===== config.mk =====
export PLATFORM = sky130hd
export DESIGN_NAME = conv2d_stream
export DESIGN_NICKNAME = d
export VERILOG_FILES = /design/src/rtl/conv2d_stream.sv
export SDC_FILE = /design/constraint.sdc
export NUM_CORES = 2
export LEC_CHECK = 0
export CORE_ASPECT_RATIO = 1.25
export CORE_MARGIN = 4
export CORE_UTILIZATION = 25
export CTS_CLUSTER_DIAMETER = 100
export DETAILED_ROUTE_END_ITERATION = 10
export DONT_BUFFER_PORTS = 1
export SLEW_MARGIN = 20
export SYNTH_ARGS = -nofsm -noshare
export SYNTH_HDL_FRONTEND = slang
export SYNTH_SLANG_ARGS = --single-unit

===== constraint.sdc =====
create_clock -name clk -period 9.2 [get_ports clk]
set_input_delay 2.3 -clock clk [delete_from_list [all_inputs] [get_ports clk]]
set_output_delay 2.3 -clock clk [all_outputs]
set_load 0.02 [all_outputs]

===== src/rtl/conv2d_stream.sv =====
// conv2d_stream: streaming KxK 2-D convolution over a raster-ordered N x N frame.
//
// Pixels arrive in raster order on i_x with a valid/ready handshake. K-1 line buffers
// (depth N) keep the previous rows, and a KxK window register shifts one column per
// accepted pixel. Row/col counters decide when a window is complete, including stride
// decimation. The datapath has two stages: registered products, then a registered sum.
// A frame-level FSM (IDLE/RUN/FLUSH) gates weight loading and drains the pipeline.
//
// Parameters:
//   KERNEL_SIZE  kernel edge K (>=2)
//   DATA_BW      pixel width, signed
//   WEIGHT_BW    weight width, signed
//   SUM_BW       accumulator / output width, signed, wraps modulo 2**SUM_BW
//   ADDR_BW      weight address width (2**ADDR_BW >= K*K)
//   DATA_SIZE    frame edge N (>=K)
//   STRIDE       window step in both axes (>=1)
//
// Ports:
//   clk, rst        clock (rising edge), synchronous active-high reset
//   i_w_en/i_addr/i_w  weight write port (index r*K+c), honoured only in IDLE
//   i_valid/o_ready/i_x  pixel input handshake
//   o_valid/i_ready/o_y  result output handshake
//   o_last          marks the final output of a frame
//
// Configuration macro:
//   CONV_RELU_EN    when defined, the stage-2 sum is clamped to 0 if negative.

module conv2d_stream #(
  parameter int unsigned KERNEL_SIZE = 3,
  parameter int unsigned DATA_BW     = 8,
  parameter int unsigned WEIGHT_BW   = 8,
  parameter int unsigned SUM_BW      = 20,
  parameter int unsigned ADDR_BW     = 4,
  parameter int unsigned DATA_SIZE   = 32,
  parameter int unsigned STRIDE      = 1
) (
  input  logic                 clk,
  input  logic                 rst,
  input  logic                 i_w_en,
  input  logic [ADDR_BW-1:0]   i_addr,
  input  logic [WEIGHT_BW-1:0] i_w,
  input  logic                 i_valid,
  output logic                 o_ready,
  input  logic [DATA_BW-1:0]   i_x,
  output logic                 o_valid,
  input  logic                 i_ready,
  output logic [SUM_BW-1:0]    o_y,
  output logic                 o_last
);

  localparam int unsigned K        = KERNEL_SIZE;
  localparam int unsigned KK       = K * K;
  localparam int unsigned N        = DATA_SIZE;
  localparam int unsigned CW       = $clog2(N);
  localparam int unsigned PW       = DATA_BW + WEIGHT_BW;
  localparam int unsigned OUT      = (N - K) / STRIDE + 1;
  // Bottom-right pixel of the last stride-aligned window; may be short of N-1.
  localparam int unsigned LAST_POS = (K - 1) + (OUT - 1) * STRIDE;

  localparam logic [CW-1:0] LastIdx = CW'(N - 1);
  localparam logic [CW-1:0] LastWin = CW'(LAST_POS);

  typedef enum logic [1:0] {StIdle, StRun, StFlush} state_e;

  state_e state_q, state_d;

  logic [CW-1:0] col_q, row_q;

  logic signed [WEIGHT_BW-1:0] w_q   [KK];
  logic signed [DATA_BW-1:0]   lb_q  [K-1][N];
  logic signed [DATA_BW-1:0]   win_q [KK];
  logic signed [DATA_BW-1:0]   win_d [KK];
  // Column entering the window: col_vec[0] is the current row, col_vec[j] is j rows up.
  logic signed [DATA_BW-1:0]   col_vec [K];

  logic signed [PW-1:0]     prod_q [KK];
  logic signed [PW-1:0]     prod_d [KK];
  logic signed [SUM_BW-1:0] sum_d;
  logic signed [SUM_BW-1:0] y_d, y_q;

  logic v1_q, last1_q, v2_q, last2_q;
  logic adv, accept;
  logic win_done, win_last, frame_end;

  // Handshake. A stall holds the output register, which freezes every upstream stage.
  assign adv     = !v2_q || i_ready;
  assign o_ready = !rst && adv && !i_w_en && (state_q != StFlush);
  assign accept  = i_valid && o_ready;

  // Window completion is judged on the coordinates of the pixel being accepted.
  assign win_done = (32'(row_q) >= K - 1) && (32'(col_q) >= K - 1) &&
                    (((32'(row_q) - (K - 1)) % STRIDE) == 0) &&
                    (((32'(col_q) - (K - 1)) % STRIDE) == 0);
  assign win_last  = (row_q == LastWin) && (col_q == LastWin);
  assign frame_end = (row_q == LastIdx) && (col_q == LastIdx);

  // Frame FSM
  always_comb begin
    state_d = state_q;
    unique case (state_q)
      StIdle:  if (accept) state_d = StRun;
      StRun:   if (accept && frame_end) state_d = StFlush;
      // Empty after this edge: stage 1 holds nothing and stage 2 is moving on.
      StFlush: if (adv && !v1_q) state_d = StIdle;
      default: state_d = StIdle;
    endcase
  end

  // Window next-state: shift left one column, new column enters on the right.
  always_comb begin
    col_vec[0] = i_x;
    for (int j = 1; j < K; j++) begin
      col_vec[j] = lb_q[j-1][col_q];
    end
    for (int r = 0; r < K; r++) begin
      for (int c = 0; c < K - 1; c++) begin
        win_d[r*K + c] = win_q[r*K + c + 1];
      end
    end
    // Row 0 of the window is the oldest row.
    for (int r = 0; r < K; r++) begin
      win_d[r*K + K - 1] = col_vec[K - 1 - r];
    end
  end

  // Stage-1 products are taken from the window including the pixel being accepted.
  always_comb begin
    for (int i = 0; i < KK; i++) begin
      prod_d[i] = PW'(win_d[i]) * PW'(w_q[i]);
    end
  end

  always_comb begin
    sum_d = '0;
    for (int i = 0; i < KK; i++) begin
      sum_d = sum_d + SUM_BW'(prod_q[i]);
    end
    y_d = sum_d;
`ifdef CONV_RELU_EN
    if (sum_d[SUM_BW-1]) begin
      y_d = '0;
    end
`endif
  end

  // Control: FSM, counters, weights, pipeline valid/last
  always_ff @(posedge clk) begin
    if (rst) begin
      state_q <= StIdle;
      col_q   <= '0;
      row_q   <= '0;
      v1_q    <= 1'b0;
      last1_q <= 1'b0;
      v2_q    <= 1'b0;
      last2_q <= 1'b0;
      for (int i = 0; i < KK; i++) begin
        w_q[i] <= '0;
      end
    end else begin
      state_q <= state_d;

      // Out-of-range addresses match no entry and are dropped.
      if (i_w_en && (state_q == StIdle)) begin
        for (int i = 0; i < KK; i++) begin
          if (i_addr == ADDR_BW'(i)) begin
            w_q[i] <= i_w;
          end
        end
      end

      if (accept) begin
        if (col_q == LastIdx) begin
          col_q <= '0;
          row_q <= (row_q == LastIdx) ? '0 : row_q + 1'b1;
        end else begin
          col_q <= col_q + 1'b1;
        end
      end

      if (adv) begin
        v1_q    <= accept && win_done;
        last1_q <= accept && win_done && win_last;
        v2_q    <= v1_q;
        last2_q <= last1_q;
      end
    end
  end

  // Datapath: line buffers, window, products, sum
  always_ff @(posedge clk) begin
    if (rst) begin
      for (int j = 0; j < K - 1; j++) begin
        for (int n = 0; n < N; n++) begin
          lb_q[j][n] <= '0;
        end
      end
      for (int i = 0; i < KK; i++) begin
        win_q[i]  <= '0;
        prod_q[i] <= '0;
      end
      y_q <= '0;
    end else begin
      if (accept) begin
        // Each buffer slot at this column ages by one row.
        lb_q[0][col_q] <= i_x;
        for (int j = 1; j < K - 1; j++) begin
          lb_q[j][col_q] <= lb_q[j-1][col_q];
        end
        for (int i = 0; i < KK; i++) begin
          win_q[i]  <= win_d[i];
          prod_q[i] <= prod_d[i];
        end
      end
      if (adv && v1_q) begin
        y_q <= y_d;
      end
    end
  end

  assign o_valid = v2_q && !rst;
  assign o_last  = v2_q && last2_q && !rst;
  assign o_y     = (v2_q && !rst) ? y_q : '0;

endmodule

# Yosys cells after proc, flatten, opt, wreduce, memory -nomap -nowiden
# Memories as Yosys holds them, arrays and structs flattened.
# Index checks and enable logic that the tools add are counted.
# totals
ramBits	800
output_inout_bits	23
n_memories	4
register_bits	36
# mem_list
name	words	word_bits	rd	rd_clocked_by_memory_dff	write_ports	line_no	text
lb_q	2	256	2	0	2	70	logic signed [DATA_BW-1:0] lb_q [K-1][N];
prod_q	9	16	9	0	9	76	logic signed [PW-1:0] prod_q [KK];
w_q	9	8	9	0	9	69	logic signed [WEIGHT_BW-1:0] w_q [KK];
win_q	9	8	6	0	9	71	logic signed [DATA_BW-1:0] win_q [KK];
# classes
multipliers	9
mux	596
n_lt_le_gt_ge	4
n_addsub	10
n_eq_ne	16
n_reduce_logical	25
n_bitwise	540
# op_table
operator	count
2-to-1 mux 1 bit	553
OR 1 bit	539
2-to-1 mux 256 bit	1
2-to-1 mux 8 bit	23
multiplier 8 x 8 -> 16 bit	9
2-to-1 mux 16 bit	9
adder 20 x 16 -> 20 bit	4
binary-select mux 8 bit (select 5 bit)	2
demux 8 bit (select 5 bit)	1
adder 19 x 16 -> 20 bit	1
2-to-1 mux 20 bit	1
adder 18 x 16 -> 19 bit	1
adder 17 x 16 -> 18 bit	1
adder 16 x 16 -> 17 bit	1
equality test 4 x 3 -> 1 bit (second input constant)	4
logical AND 1 bit	16
adder 5 x 1 -> 5 bit (second input constant)	2
equality test 5 bit (second input constant)	2
greater-or-equal comparator 5 x 2 -> 1 bit (second input constant)	2
2-to-1 mux 5 bit	2
equality test 4 x 2 -> 1 bit (second input constant)	2
!= test 2 bit (second input constant)	4
greater-or-equal comparator 6 bit (second input constant)	1
< comparator 6 x 1 -> 1 bit (second input constant)	1
13 further kinds	18

# Longest topological paths before layout
# depth
word_depth	10
depth_mapped	24
mapped_depth_nobuf	21

# Least setup slack after synthesis
# No wires, ideal clock.
# synth_path
path_kind	input to register
start	input i_ready
end	memory prod_q[0][0] (netlist bit), enable pin
path_stages	6
path_buffers	2
path_slack_ns	0.948
t_arrival_ns	7.692
required_time_ns	8.640
cell_sequence	nor2b_1 > buf_2 > nor4_1 > nand2_1 > clkbuf_1 > nand2_1
# synth_lines
element	line_no	text
start: declaration	46	input logic i_ready,
end: declaration	76	

==> impl_metrics.py <==
metrics = {
    "run_status": {
        "status": "completed",
    },
    "synthesis": {
        "synth_area_leaders": "edfxtp_1, fa_1, ha_1",
        "synthFlopType": "edfxtp_1",
        "synthTopCellsByCount": "edfxtp_1, inv_1, fa_1, and2_1, nor2_1",
        "synth.most_common_cell": "edfxtp_1",
        "yosysUniqueCellTypes": 72,
        "netlist_instances": 4968,
        "synthArstFlopShare": 0,
        "synth_top_family_by_area": "adder cells",
        "yosysWarningCount": 0,
        "ys_ff_latch": 812,
        "synth-seq-area-share": 0.407,
        "synth-xor-area-share": 0.0132,
        "synth_edf_count": 776,
        "synth_fp_nets": 5892,
        "synthSimpleGateAreaFrac": 0.152,
        "syn_area_per_cell_um2": 11.9,
        "synth_compound_area_frac": 0.0428,
        "synthMuxAreaShare": 0.0534,
        "yosysTopAreaCell": "edfxtp_1",
        "synth_fa_ha_area_frac": 0.268,
        "netlist.area_leader.share": 0.395,
        "synth.cell_area_um2": 59000,
    },
    "power": {
        "power_density_nw_per_um2": 215,
        "cellLeakagePower_nw": 26.8,
        "vdd_drop_max_v": 0.000365,
    },
    "cts": {
        "cts_hold_buffers": 0,
        "cts.htree.levels": 3,
        "postCtsSetupRepairBufs": 0,
        "clockBufferDepth": 3,
        "cts.reportedPaths.clkPinSlew_ns": 0.06,
        "post_cts_resized": 0,
        "root_buffer": "clkbuf_16",
        "cts_tree": "built",
        "clk_latency_ns": 0.71,
        "cts_num_sinks": 812,
        "cts_buffers": 87,
    },
    "sta": {
        "clock_skew_ns": 0.0436,
        "finalWorstSetupSlack_ns": 1.99,
        "finalSetupViolCount": 0,
        "setup-tns-final_ns": 0,
        "clock.fmax_mhz": 139,
        "slew_violations": 0,
        "rsz0062_at_grt": "no",
        "tightest_slew_ns": 1.14,
        "final-hold-violation-count": 0,
        "whs_ns": 0.454,
        "period_needed_ns": 7.21,
        "relSlewSlack": 0.239,
        "timing.final.crit_share": 0.783,
    },
    "global_route": {
        "grt_max_degree": 79,
        "grt_pass1_wl_um": 237000,
        "antenna_found_initial": 7,
        "grt-ovfl-total": 0,
        "grt_pass1_vias": 39400,
        "gr-usage-all-layers": 0.125,
    },
    "cells_and_area": {
        "drive_gt1_frac": 0.0722,
        "multi_input_area_um2": 31300,
        "nNetsFinal": 5811,
        "area_delta_synth_final_pct": 10.7,
        "fillers": 24100,
        "register_area_um2": 24000,
        "utilization": 0.278,
    },
    "route": {
        "vias_per_cell": 4.55,
        "routed_wl_um": 152000,
        "met1Wirelength_um": 60100,
        "first_pass_iters": 5,
        "met2WireLength_um": 78500,
        "wire_per_inst_um": 18.8,
        "drt_iter0_drc": 2994,
        "routed.top_layer": "met5",
        "drcViolationCount": 0,
        "routed-wl-met3_um": 7100,
        "via_count": 36700,
        "antenna_left": 0,
    },
    "setup_path": {
        "r2r_slack_ns": 1.99,
        "worstRegToRegCells": 21,
        "start_kind": "flip-flop",
        "rr_endpoint": "prod_q[0][47]",
        "crit_path_max_fanout": 49,
        "crit_required_ns": 9.62,
        "worst-setup-path-type": "reg -> reg",
        "crit_path_end_kind": "flip-flop",
        "critPathArrivalTime_ns": 7.63,
        "r2r-start": "col_q[1]",
    },
    "hold_path": {
        "worst_hold_startpoint": "y_q[11]",
        "min-delay-path-class": "reg -> reg",
        "min_to": "y_q[11]",
        "hold_path_depth": 2,
    },
    "die": {
        "initial_core_util": 0.251,
        "dieWidth_um": 443,
        "core_region_area_um2": 235000,
        "rows": 199,
        "die_y_um": 551,
        "ios": 48,
        "die_area_um2": 244000,
    },
    "placement": {
        "port_buffers": 0,
        "pre_cts_ws_ns": 1.95,
        "hpwl_um": 108000,
        "gp_congestion": 0.845,
    },
    "run": {
        "maxCapViolCount": 0,
    },
}
[power by group]
| part | switching [mW] | internal (mW) |
|---|---|---|
| registers | 0.164 | 4.25 |
| logic | 3.62 | 2.39 |
| clock network | 1.57 | 2.03 |
[cell usage in the layout, fill, tap and decap left out, types with 21 or more instances in the layout]
master,n
clkbuf_16,88
and3_1,270
a211oi_1,34
a21o_1,25
a22oi_1,51
nor2b_1,65
a21oi_1,73
o21ai_0,71
xor2_1,25
buf_4,56
xnor2_1,64
o21a_1,28
nand3_1,28
fa_1,610
mux2i_1,21
mux4_2,116
edfxtp_1,776
nor2_1,396
and2_1,403
nand2_1,291
clkinv_1,23
dfxtp_1,34
inv_1,715
nor3_1,49
ha_1,289
nand2b_1,93
[sequential cells by signal, indices dropped and copies added (netlist names)]
register / cells
win_q: 48
lb_q: 512
v2_q: 1
y_q: 20
w_q: 72
col_q: 5
last2_q: 1
row_q: 5
prod_q: 144
last1_q: 1
v1_q: 1
state_q: 2
[per-layer routing]
metal,vias up,GRT usage
li1,16500,-
met1,19000,0.151
met2,946,0.226
met3,254,0.0144
met4,2,0.0489
met5,-,0
[critical path, stage by stage (launching register included)]
cell and delay, ns:
dfxtp_4 0.85, buf_12 0.35, buf_4 0.34, mux4_2 0.35, a22oi_1 0.44, nand4_2 0.39
and2_1 0.32, fa_1 0.54, inv_1 0.06, fa_1 0.52, inv_1 0.05, fa_1 0.47
inv_1 0.05, fa_1 0.47, inv_1 0.05, ha_1 0.31, o21ai_0 0.16, o211ai_1 0.18
a31o_2 0.28, a2111oi_0 0.50, or3_1 0.18, a21oi_1 0.06
[logic make-up after synthesis]
family / Yosys count
compound gates: 377
buf+inv: 946
mux: 150
xor+xnor: 89
flops: 812
simple gates: 1695
fa+ha+maj: 899
[metrics by stage]
| step | total power, mW | instance area (µm²) | std cells |
|---|---|---|---|
| after floorplan | 8.81 | 59000 | 4968 |
| after global placement | 10.4 | 62400 | 7913 |
| after detailed placement | 10.5 | 62400 | 7913 |
| after CTS | 14.1 | 65300 | 8072 |
| after global routing | 15.0 | 65300 | 8073 |
| final | 14.0 | 65300 | 8075 |
[final cells by class]
type,count,share of cell area
multi-input cells,3210,0.479
flip-flops and latches,812,0.368
well taps,3115,0.0597
inverters,717,0.0412
clock buffers,102,0.0345
clock inverters,57,0.00983
repair buffers,59,0.00736
diodes,3,0.000115
[how the worst max path moves through the flow]
| stage | startpoint | endpoint | cells after the start |
|---|---|---|---|
| finish | col_q[1] | prod_q[0][47] | 21 |
| global placement | col_q[1] | prod_q[0][47] | 21 |
| detailed placement | col_q[1] | prod_q[0][47] | 21 |
| CTS | col_q[1] | prod_q[0][47] | 21 |
| global route | col_q[0] | prod_q[0][95] | 20 |
| floorplan | i_ready | prod_q[0][0] | 6 |
No activity file was read; power rests on OpenSTA's default activity.
